--- src/rtl/id_ex_pipe_pkg.sv ---
// id_ex_pipe_pkg: shared widths, ALU op encodings and EX-register action selection for the ID->EX stage.
package id_ex_pipe_pkg;
    localparam int DATA_W_DEF  = 32;
    localparam int RADDR_W_DEF = 5;
    localparam int ALUOP_W_DEF = 8;
    localparam int PERF_W_DEF  = 16;
    localparam logic [7:0] ALU_NOP = 8'h00;
    localparam logic [7:0] ALU_ADD = 8'h01;
    localparam logic [7:0] ALU_OR  = 8'h02;
    typedef enum logic [2:0] {ACT_HOLD, ACT_FLUSH, ACT_BUBBLE, ACT_LOAD, ACT_IDLE} act_e;
    // Priority: downstream stall > flush > load-use bubble > load > idle.
    function automatic act_e sel_act(input logic stall, input logic flush, input logic hazard, input logic valid);
        return stall ? ACT_HOLD : flush ? ACT_FLUSH : hazard ? ACT_BUBBLE : valid ? ACT_LOAD : ACT_IDLE;
    endfunction
endpackage

--- src/rtl/id_ex_pipe_if.sv ---
// id_ex_pipe_if: ID-side inputs, stall/flush controls and EX-side outputs of the ID->EX register.
//   master: drives id_*, stall_i, flush_i; observes stall_o, ex_*, bubble_cnt_o
//   slave:  the pipeline register itself
interface id_ex_pipe_if #(
    parameter int DATA_W  = 32,
    parameter int RADDR_W = 5,
    parameter int ALUOP_W = 8,
    parameter int PERF_W  = 16
);
    logic               id_valid_i, id_branch_i, id_memread_i, id_memtoreg_i;
    logic               id_memwrite_i, id_alusrc_i, id_regwrite_i;
    logic [ALUOP_W-1:0] id_aluop_i;
    logic               id_read1_e_i, id_read2_e_i;
    logic [RADDR_W-1:0] id_rs1_i, id_rs2_i, id_rd_i;
    logic [DATA_W-1:0]  id_rs1_data_i, id_rs2_data_i, id_imm_i, id_pc_i;
    logic               stall_i, flush_i, stall_o;
    logic               ex_valid_o, ex_branch_o, ex_memread_o, ex_memtoreg_o;
    logic               ex_memwrite_o, ex_alusrc_o, ex_regwrite_o;
    logic [ALUOP_W-1:0] ex_aluop_o;
    logic [RADDR_W-1:0] ex_rs1_o, ex_rs2_o, ex_rd_o;
    logic [DATA_W-1:0]  ex_rs1_data_o, ex_rs2_data_o, ex_imm_o, ex_pc_o;
    logic [PERF_W-1:0]  bubble_cnt_o;
    modport master (
        output id_valid_i, id_branch_i, id_memread_i, id_memtoreg_i, id_memwrite_i, id_alusrc_i,
               id_regwrite_i, id_aluop_i, id_read1_e_i, id_read2_e_i, id_rs1_i, id_rs2_i, id_rd_i,
               id_rs1_data_i, id_rs2_data_i, id_imm_i, id_pc_i, stall_i, flush_i,
        input  stall_o, ex_valid_o, ex_branch_o, ex_memread_o, ex_memtoreg_o, ex_memwrite_o,
               ex_alusrc_o, ex_regwrite_o, ex_aluop_o, ex_rs1_o, ex_rs2_o, ex_rd_o,
               ex_rs1_data_o, ex_rs2_data_o, ex_imm_o, ex_pc_o, bubble_cnt_o
    );
    modport slave (
        input  id_valid_i, id_branch_i, id_memread_i, id_memtoreg_i, id_memwrite_i, id_alusrc_i,
               id_regwrite_i, id_aluop_i, id_read1_e_i, id_read2_e_i, id_rs1_i, id_rs2_i, id_rd_i,
               id_rs1_data_i, id_rs2_data_i, id_imm_i, id_pc_i, stall_i, flush_i,
        output stall_o, ex_valid_o, ex_branch_o, ex_memread_o, ex_memtoreg_o, ex_memwrite_o,
               ex_alusrc_o, ex_regwrite_o, ex_aluop_o, ex_rs1_o, ex_rs2_o, ex_rd_o,
               ex_rs1_data_o, ex_rs2_data_o, ex_imm_o, ex_pc_o, bubble_cnt_o
    );
endinterface

--- src/rtl/id_ex_pipe_hazard_detect.sv ---
// id_ex_pipe_hazard_detect: combinational load-use detection between the EX load and the ID instruction.
//   inputs:  EX valid/memread/rd, ID valid, per-operand read enables and addresses, stall_i, flush_i
//   outputs: hazard_o (raw load-use), stall_o (hold PC and IF/ID)
module id_ex_pipe_hazard_detect #(
    parameter int RADDR_W = 5
) (
    input  logic               ex_valid_i,
    input  logic               ex_memread_i,
    input  logic [RADDR_W-1:0] ex_rd_i,
    input  logic               id_valid_i,
    input  logic               id_read1_e_i,
    input  logic               id_read2_e_i,
    input  logic [RADDR_W-1:0] id_rs1_i,
    input  logic [RADDR_W-1:0] id_rs2_i,
    input  logic               stall_i,
    input  logic               flush_i,
    output logic               hazard_o,
    output logic               stall_o
);
    logic hit;
    assign hit      = (id_read1_e_i && id_rs1_i == ex_rd_i) || (id_read2_e_i && id_rs2_i == ex_rd_i);
    // x0 is hardwired, so a load targeting it never creates a dependency.
    assign hazard_o = ex_valid_i && ex_memread_i && (|ex_rd_i) && id_valid_i && hit;
    assign stall_o  = hazard_o && !stall_i && !flush_i;
endmodule

--- src/rtl/id_ex_pipe.sv ---
// id_ex_pipe: ID->EX pipeline register with load-use bubble insertion, stall/flush and a saturating bubble counter.
//   clk_i, rst_i (async, active-low); p: id_ex_pipe_if.slave carrying ID inputs, stall/flush and EX outputs
module id_ex_pipe
    import id_ex_pipe_pkg::*;
#(
    parameter int DATA_W  = DATA_W_DEF,
    parameter int RADDR_W = RADDR_W_DEF,
    parameter int ALUOP_W = ALUOP_W_DEF,
    parameter int PERF_W  = PERF_W_DEF
) (
    input  logic         clk_i,
    input  logic         rst_i,
    id_ex_pipe_if.slave  p
);
    localparam logic [ALUOP_W-1:0] NOP = ALUOP_W'(ALU_NOP);
    logic               hazard, hold, ld;
    act_e               act;
    logic               valid_q, valid_d;
    logic [5:0]         ctrl_q, ctrl_d;
    logic [ALUOP_W-1:0] aluop_q, aluop_d;
    logic [RADDR_W-1:0] rs1_q, rs1_d, rs2_q, rs2_d, rd_q, rd_d;
    logic [DATA_W-1:0]  rs1_data_q, rs1_data_d, rs2_data_q, rs2_data_d;
    logic [DATA_W-1:0]  imm_q, imm_d, pc_q, pc_d;
    logic [PERF_W-1:0]  cnt_q, cnt_d;

    id_ex_pipe_hazard_detect #(.RADDR_W(RADDR_W)) u_hazard (
        .ex_valid_i   (valid_q),
        .ex_memread_i (ctrl_q[4]),
        .ex_rd_i      (rd_q),
        .id_valid_i   (p.id_valid_i),
        .id_read1_e_i (p.id_read1_e_i),
        .id_read2_e_i (p.id_read2_e_i),
        .id_rs1_i     (p.id_rs1_i),
        .id_rs2_i     (p.id_rs2_i),
        .stall_i      (p.stall_i),
        .flush_i      (p.flush_i),
        .hazard_o     (hazard),
        .stall_o      (p.stall_o)
    );

    // Flush, bubble and idle all load the same cleared bubble; only the counter tells them apart.
    always_comb begin
        act        = sel_act(p.stall_i, p.flush_i, hazard, p.id_valid_i);
        hold       = act == ACT_HOLD;
        ld         = act == ACT_LOAD;
        valid_d    = hold ? valid_q : ld;
        ctrl_d     = hold ? ctrl_q : ld ? {p.id_branch_i, p.id_memread_i, p.id_memtoreg_i,
                                           p.id_memwrite_i, p.id_alusrc_i, p.id_regwrite_i} : '0;
        aluop_d    = hold ? aluop_q : ld ? p.id_aluop_i : NOP;
        rs1_d      = hold ? rs1_q : ld ? p.id_rs1_i : '0;
        rs2_d      = hold ? rs2_q : ld ? p.id_rs2_i : '0;
        rd_d       = hold ? rd_q : ld ? p.id_rd_i : '0;
        rs1_data_d = hold ? rs1_data_q : ld ? p.id_rs1_data_i : '0;
        rs2_data_d = hold ? rs2_data_q : ld ? p.id_rs2_data_i : '0;
        imm_d      = hold ? imm_q : ld ? p.id_imm_i : '0;
        pc_d       = hold ? pc_q : ld ? p.id_pc_i : '0;
        cnt_d      = (act == ACT_BUBBLE && cnt_q != '1) ? cnt_q + 1'b1 : cnt_q;
    end

    always_ff @(posedge clk_i or negedge rst_i) begin
        if (!rst_i) begin
            valid_q    <= 1'b0;
            ctrl_q     <= '0;
            aluop_q    <= NOP;
            rs1_q      <= '0;
            rs2_q      <= '0;
            rd_q       <= '0;
            rs1_data_q <= '0;
            rs2_data_q <= '0;
            imm_q      <= '0;
            pc_q       <= '0;
            cnt_q      <= '0;
        end else begin
            valid_q    <= valid_d;
            ctrl_q     <= ctrl_d;
            aluop_q    <= aluop_d;
            rs1_q      <= rs1_d;
            rs2_q      <= rs2_d;
            rd_q       <= rd_d;
            rs1_data_q <= rs1_data_d;
            rs2_data_q <= rs2_data_d;
            imm_q      <= imm_d;
            pc_q       <= pc_d;
            cnt_q      <= cnt_d;
        end
    end

    assign p.ex_valid_o    = valid_q;
    assign {p.ex_branch_o, p.ex_memread_o, p.ex_memtoreg_o,
            p.ex_memwrite_o, p.ex_alusrc_o, p.ex_regwrite_o} = ctrl_q;
    assign p.ex_aluop_o    = aluop_q;
    assign p.ex_rs1_o      = rs1_q;
    assign p.ex_rs2_o      = rs2_q;
    assign p.ex_rd_o       = rd_q;
    assign p.ex_rs1_data_o = rs1_data_q;
    assign p.ex_rs2_data_o = rs2_data_q;
    assign p.ex_imm_o      = imm_q;
    assign p.ex_pc_o       = pc_q;
    assign p.bubble_cnt_o  = cnt_q;
endmodule

--- src/flat_wrapper.sv ---
// flat-port wrapper written by rule: the top's interface ports become plain ports
module id_ex_pipe_flat import id_ex_pipe_pkg::*;
#(
    parameter int DATA_W  = DATA_W_DEF,
    parameter int RADDR_W = RADDR_W_DEF,
    parameter int ALUOP_W = ALUOP_W_DEF,
    parameter int PERF_W  = PERF_W_DEF
)
  (clk_i, rst_i, p_id_valid_i, p_id_branch_i, p_id_memread_i, p_id_memtoreg_i, p_id_memwrite_i, p_id_alusrc_i, p_id_regwrite_i, p_id_aluop_i, p_id_read1_e_i, p_id_read2_e_i, p_id_rs1_i, p_id_rs2_i, p_id_rd_i, p_id_rs1_data_i, p_id_rs2_data_i, p_id_imm_i, p_id_pc_i, p_stall_i, p_flush_i, p_stall_o, p_ex_valid_o, p_ex_branch_o, p_ex_memread_o, p_ex_memtoreg_o, p_ex_memwrite_o, p_ex_alusrc_o, p_ex_regwrite_o, p_ex_aluop_o, p_ex_rs1_o, p_ex_rs2_o, p_ex_rd_o, p_ex_rs1_data_o, p_ex_rs2_data_o, p_ex_imm_o, p_ex_pc_o, p_bubble_cnt_o);
  id_ex_pipe_if #(.DATA_W(DATA_W), .RADDR_W(RADDR_W), .ALUOP_W(ALUOP_W), .PERF_W(PERF_W)) p_i ();
  input  logic clk_i;
  input  logic rst_i;
  input wire logic [$bits(p_i.id_valid_i)-1:0] p_id_valid_i;
  input wire logic [$bits(p_i.id_branch_i)-1:0] p_id_branch_i;
  input wire logic [$bits(p_i.id_memread_i)-1:0] p_id_memread_i;
  input wire logic [$bits(p_i.id_memtoreg_i)-1:0] p_id_memtoreg_i;
  input wire logic [$bits(p_i.id_memwrite_i)-1:0] p_id_memwrite_i;
  input wire logic [$bits(p_i.id_alusrc_i)-1:0] p_id_alusrc_i;
  input wire logic [$bits(p_i.id_regwrite_i)-1:0] p_id_regwrite_i;
  input wire logic [$bits(p_i.id_aluop_i)-1:0] p_id_aluop_i;
  input wire logic [$bits(p_i.id_read1_e_i)-1:0] p_id_read1_e_i;
  input wire logic [$bits(p_i.id_read2_e_i)-1:0] p_id_read2_e_i;
  input wire logic [$bits(p_i.id_rs1_i)-1:0] p_id_rs1_i;
  input wire logic [$bits(p_i.id_rs2_i)-1:0] p_id_rs2_i;
  input wire logic [$bits(p_i.id_rd_i)-1:0] p_id_rd_i;
  input wire logic [$bits(p_i.id_rs1_data_i)-1:0] p_id_rs1_data_i;
  input wire logic [$bits(p_i.id_rs2_data_i)-1:0] p_id_rs2_data_i;
  input wire logic [$bits(p_i.id_imm_i)-1:0] p_id_imm_i;
  input wire logic [$bits(p_i.id_pc_i)-1:0] p_id_pc_i;
  input wire logic [$bits(p_i.stall_i)-1:0] p_stall_i;
  input wire logic [$bits(p_i.flush_i)-1:0] p_flush_i;
  output wire logic [$bits(p_i.stall_o)-1:0] p_stall_o;
  output wire logic [$bits(p_i.ex_valid_o)-1:0] p_ex_valid_o;
  output wire logic [$bits(p_i.ex_branch_o)-1:0] p_ex_branch_o;
  output wire logic [$bits(p_i.ex_memread_o)-1:0] p_ex_memread_o;
  output wire logic [$bits(p_i.ex_memtoreg_o)-1:0] p_ex_memtoreg_o;
  output wire logic [$bits(p_i.ex_memwrite_o)-1:0] p_ex_memwrite_o;
  output wire logic [$bits(p_i.ex_alusrc_o)-1:0] p_ex_alusrc_o;
  output wire logic [$bits(p_i.ex_regwrite_o)-1:0] p_ex_regwrite_o;
  output wire logic [$bits(p_i.ex_aluop_o)-1:0] p_ex_aluop_o;
  output wire logic [$bits(p_i.ex_rs1_o)-1:0] p_ex_rs1_o;
  output wire logic [$bits(p_i.ex_rs2_o)-1:0] p_ex_rs2_o;
  output wire logic [$bits(p_i.ex_rd_o)-1:0] p_ex_rd_o;
  output wire logic [$bits(p_i.ex_rs1_data_o)-1:0] p_ex_rs1_data_o;
  output wire logic [$bits(p_i.ex_rs2_data_o)-1:0] p_ex_rs2_data_o;
  output wire logic [$bits(p_i.ex_imm_o)-1:0] p_ex_imm_o;
  output wire logic [$bits(p_i.ex_pc_o)-1:0] p_ex_pc_o;
  output wire logic [$bits(p_i.bubble_cnt_o)-1:0] p_bubble_cnt_o;
  assign p_i.id_valid_i = p_id_valid_i;
  assign p_i.id_branch_i = p_id_branch_i;
  assign p_i.id_memread_i = p_id_memread_i;
  assign p_i.id_memtoreg_i = p_id_memtoreg_i;
  assign p_i.id_memwrite_i = p_id_memwrite_i;
  assign p_i.id_alusrc_i = p_id_alusrc_i;
  assign p_i.id_regwrite_i = p_id_regwrite_i;
  assign p_i.id_aluop_i = p_id_aluop_i;
  assign p_i.id_read1_e_i = p_id_read1_e_i;
  assign p_i.id_read2_e_i = p_id_read2_e_i;
  assign p_i.id_rs1_i = p_id_rs1_i;
  assign p_i.id_rs2_i = p_id_rs2_i;
  assign p_i.id_rd_i = p_id_rd_i;
  assign p_i.id_rs1_data_i = p_id_rs1_data_i;
  assign p_i.id_rs2_data_i = p_id_rs2_data_i;
  assign p_i.id_imm_i = p_id_imm_i;
  assign p_i.id_pc_i = p_id_pc_i;
  assign p_i.stall_i = p_stall_i;
  assign p_i.flush_i = p_flush_i;
  assign p_stall_o = p_i.stall_o;
  assign p_ex_valid_o = p_i.ex_valid_o;
  assign p_ex_branch_o = p_i.ex_branch_o;
  assign p_ex_memread_o = p_i.ex_memread_o;
  assign p_ex_memtoreg_o = p_i.ex_memtoreg_o;
  assign p_ex_memwrite_o = p_i.ex_memwrite_o;
  assign p_ex_alusrc_o = p_i.ex_alusrc_o;
  assign p_ex_regwrite_o = p_i.ex_regwrite_o;
  assign p_ex_aluop_o = p_i.ex_aluop_o;
  assign p_ex_rs1_o = p_i.ex_rs1_o;
  assign p_ex_rs2_o = p_i.ex_rs2_o;
  assign p_ex_rd_o = p_i.ex_rd_o;
  assign p_ex_rs1_data_o = p_i.ex_rs1_data_o;
  assign p_ex_rs2_data_o = p_i.ex_rs2_data_o;
  assign p_ex_imm_o = p_i.ex_imm_o;
  assign p_ex_pc_o = p_i.ex_pc_o;
  assign p_bubble_cnt_o = p_i.bubble_cnt_o;
  id_ex_pipe #(.DATA_W(DATA_W), .RADDR_W(RADDR_W), .ALUOP_W(ALUOP_W), .PERF_W(PERF_W)) u_core (.clk_i(clk_i), .rst_i(rst_i), .p(p_i));
endmodule
--- config.mk ---
export PLATFORM = sky130hd
export DESIGN_NAME = id_ex_pipe_flat
export DESIGN_NICKNAME = d
export VERILOG_FILES = /design/src/rtl/id_ex_pipe_pkg.sv /design/src/rtl/id_ex_pipe_if.sv /design/src/rtl/id_ex_pipe_hazard_detect.sv /design/src/rtl/id_ex_pipe.sv /design/src/flat_wrapper.sv
export SDC_FILE = /design/constraint.sdc
export NUM_CORES = 1
export LEC_CHECK = 0
export BUFFER_PORTS_ARGS = -buffer_cell sky130_fd_sc_hd__buf_4
export CAP_MARGIN = 15
export CORE_AREA = 2 2 131 133
export CTS_CLUSTER_SIZE = 40
export DETAILED_ROUTE_END_ITERATION = 12
export DIE_AREA = 0 0 133 135
export PLACE_DENSITY = 0.78
export SLEW_MARGIN = 20
export SYNTH_ARGS = -nofsm -noshare
export SYNTH_HDL_FRONTEND = slang
export SYNTH_SLANG_ARGS = --single-unit
--- constraint.sdc ---
create_clock -name clk_i -period 2.9 [get_ports clk_i]
set_input_delay 0.58 -clock clk_i [delete_from_list [all_inputs] [get_ports clk_i]]
set_output_delay 0.58 -clock clk_i [all_outputs]
set_load 0.005 [all_outputs]
==> impl_metrics.tcl <==
set metrics [dict create \
    status "completed" \
    clock_path_buffers 2 \
    ir_drop_mv 0.3896 \
    ant_nets 0 \
    p_clk_share_pct 42.9 \
    leakagePower_nw 5.138 \
    cp-end-kind "output pin" \
    nets 947 \
    path_clk_slew_ns 0.07 \
    crit_path_start_kind "register" \
    tightestPinTransition_ns 0.7301 \
    grt_max_degree 159 \
    crit_fanout 5 \
    critPathMaxStageDelay_ns 0.60 \
    die_y_um 135 \
    finalHoldViolations 0 \
    grt_pass1_wl_mm 29.64 \
    pin_count 339 \
    yosys_warnings 0 \
    initial_core_util_pct 39.65 \
    slew_violations 0 \
    firstDrtPassIters 4 \
    syn_inst 451 \
    grt_pass1_vias 5543 \
    worstSkewPairLatency_ns 0.42 \
    min_period_over_period_pct 90.83 \
    dp.cells 983 \
    drive_gt1_share_pct 47.92 \
    core_mm2 0.01641 \
    crit_chain "or4_1 -> o21a_1 -> and3_1 -> buf_4" \
    grt_overflow 0 \
    gp_congestion 0.8124 \
    cts_tree "yes" \
    holdBufCountCts 0 \
    num_rows 47 \
    die_w_um 133 \
    diodes 0 \
    dieArea_mm2 0.01796 \
    hold_path_class "input port to asynchronous set/reset pin" \
    seqPwrFrac_pct 45.7 \
    drtIter0Drc 257 \
    skew_ns 0.008952 \
    syn_area_per_cell_um2 14.42 \
    power_frac_comb_pct 11.5 \
    ys_seq_elements 174 \
    ys_seq_area_share_pct 66.94 \
    cts_sinks 174 \
    dp_hpwl_mm 13.39 \
    relSlewSlack_pct 51.33 \
    fill_cells 1344 \
    fmax_mhz 379.6 \
    layoutNonFillerInstCount 1015 \
    numPortBuffers 338 \
    cts_root_buf "clkbuf_16" \
    arrival_ns 2.05 \
    synthesis.area_mm2 0.006505 \
    routed_wl_mm 19.00 \
    crit_type "register to output pin" \
    p_sw_share_pct 23.26 \
    p_per_area_mw_per_mm2 582.4 \
    cp.required_ns 2.32 \
    switchingPower_w 0.001338 \
    wl_per_cell_um 18.72 \
    finalSetupTns_ns 0 \
    rsz0062_at_grt "false" \
    synth_cell_types 27 \
    cts_setup_buffers 0 \
    vias 5212 \
    drc 0 \
    ctsResizeCount 0 \
    postSynthNetCount 616 \
    areaGrowthSynthToFinish_pct 51.88 \
    crit_slowest_cell "or4_1" \
    cts_made_buffers 17 \
    htree_levels 4 \
    via_per_inst 5.135 \
    antenna_found_initial 0 \
    power.internal_w 0.004416 \
    grt.total_usage_pct 21.12 \
    period_needed_ns 2.634 \
    cap_violations 0 \
    setup_viol 0 \
]
power by group through the flow:
stage          clock, W  sequential (W)  combinational [W]
2_1_floorplan         0         0.00267           0.000193
3_3_place_gp          0         0.00267           0.000655
3_5_place_dp          0         0.00267           0.000670
4_1_cts         0.00253         0.00263           0.000671
5_1_grt         0.00264         0.00264           0.000714
6_report        0.00247         0.00263           0.000660
layout make-up:
| class | count | area, µm² | area share, % |
|---|---|---|---|
| Clock inverter | 13 | 202.7 | 2.052 |
| Inverter | 2 | 7.507 | 0.07599 |
| Sequential cell | 174 | 4354 | 44.07 |
| Tap cell | 220 | 275.3 | 2.786 |
| Multi-Input combinational cell | 239 | 1941 | 19.64 |
| Timing Repair Buffer | 348 | 2666 | 26.99 |
| Clock buffer | 19 | 432.9 | 4.382 |
through the flow:
stage	hold slack (ns)	cell area, µm²	worst slack (ns)	total power, W	utilization (%)
2_1_floorplan	0.2844	6505	0.6777	0.002865	-
3_5_place_dp	0.4977	9244	0.6863	0.003342	56.34
5_1_grt	0.1679	9879	0.2134	0.005994	60.22
4_1_cts	0.1483	9879	0.2523	0.005824	60.22
6_report	0.1358	9879	0.2659	0.005754	60.22
3_3_place_gp	0.4880	9244	0.7258	0.003327	56.34
worst max-delay path: cells and delay by family (launching register included):
kind	cells	cell delay [ns]
simple gates	2	0.79
flops	1	0.46
compound gates	1	0.25
buf+inv	1	0.14
kinds of logic (layout without fill, tap and decap cells):
group | count (synthesis) | count (layout) | share of synthesized area, %
xor gates and xnor gates | 25 | 25 | 3.366
buffers and inverters | 38 | 382 | 3.231
DFF | 174 | 174 | 66.94
muxes | 1 | 1 | 0.1731
AOI/OAI and AO/OA | 162 | 162 | 21.89
and+or+nand+nor | 50 | 50 | 4.213
adders and majority gates | 1 | 1 | 0.1923
synth_stat cells, drive strengths merged:
cell / number / share of area (%)
and3: 5 / 0.48
buf: 17 / 2.0
nand4: 8 / 0.77
clkbuf: 19 / 1.1
inv: 2 / 0.12
o21ai: 1 / 0.077
nand3b: 1 / 0.12
nand4b: 1 / 0.13
or4: 1 / 0.12
o22ai: 1 / 0.19
nor4: 4 / 0.38
nor2: 5 / 0.29
nor3: 3 / 0.31
xnor2: 25 / 3.4
o21a: 1 / 0.12
dfrtp: 174 / 67
mux2: 1 / 0.17
a22o: 157 / 21
and4: 1 / 0.13
nand2: 7 / 0.40
a21oi: 1 / 0.25
ha: 1 / 0.19
a21o: 1 / 0.12
nand3: 14 / 1.1
per-layer routing:
| layer | track usage, % | wire, µm |
|---|---|---|
| met5 | 0 | 0 |
| met3 | 6.419 | 1501 |
| met2 | 35.95 | 9607 |
| met4 | 8.124 | 426 |
| met1 | 25.30 | 7467 |
state kept, by name (all words and copies together), names as in the netlist:
signal	count
u_core.p.ex_imm_o	32
u_core.p.ex_pc_o	32
u_core.p.ex_rs1_data_o	32
u_core.p.ex_rs2_data_o	32
u_core.p.bubble_cnt_o	16
u_core.p.ex_aluop_o	8
u_core.ctrl_q	6
u_core.p.ex_rd_o	5
u_core.p.ex_rs1_o	5
u_core.p.ex_rs2_o	5
u_core.p.ex_valid_o	1
cells in the final DEF (no fill, tap or decap), drive strengths merged:
master and n:
and3 5, a21oi 1, a21o 1, clkinvlp 1, nand2 7, ha 1, nor4 4, bufinv 4
xnor2 25, mux2 1, nand3b 1, clkbuf 19, a22o 157, clkinv 3, or4 1, nor2 5
dfrtp 174, o21a 1, o21ai 1, nor3 3, o22ai 1, nand3 14, nand4 8, and4 1
inv 7, nand4b 1, buf 348
worst paths after layout:
path                                                  startpoint                               endpoint  slack, ns  depth (start not counted)
setup / recovery                 u_core.p.ex_rd_o[1]$_DFFE_PN0P_                              p_stall_o       0.27                          4
hold / removal                                             rst_i     u_core.p.ex_aluop_o[0]$_DFFE_PN0P_       0.14                          1
setup reg to reg                 u_core.p.ex_rd_o[1]$_DFFE_PN0P_      u_core.p.ex_imm_o[23]$_DFFE_PN0P_       0.63                          5
hold reg to reg            u_core.p.bubble_cnt_o[14]$_DFFE_PN0P_  u_core.p.bubble_cnt_o[14]$_DFFE_PN0P_       0.50                          1
max in group asynchronous                                  rst_i   u_core.p.bubble_cnt_o[2]$_DFFE_PN0P_       2.04                          2
min in group clk_i                                  p_id_rd_i[3]        u_core.p.ex_rd_o[3]$_DFFE_PN0P_       0.36                          2
No activity file was read; power rests on OpenSTA's default activity.
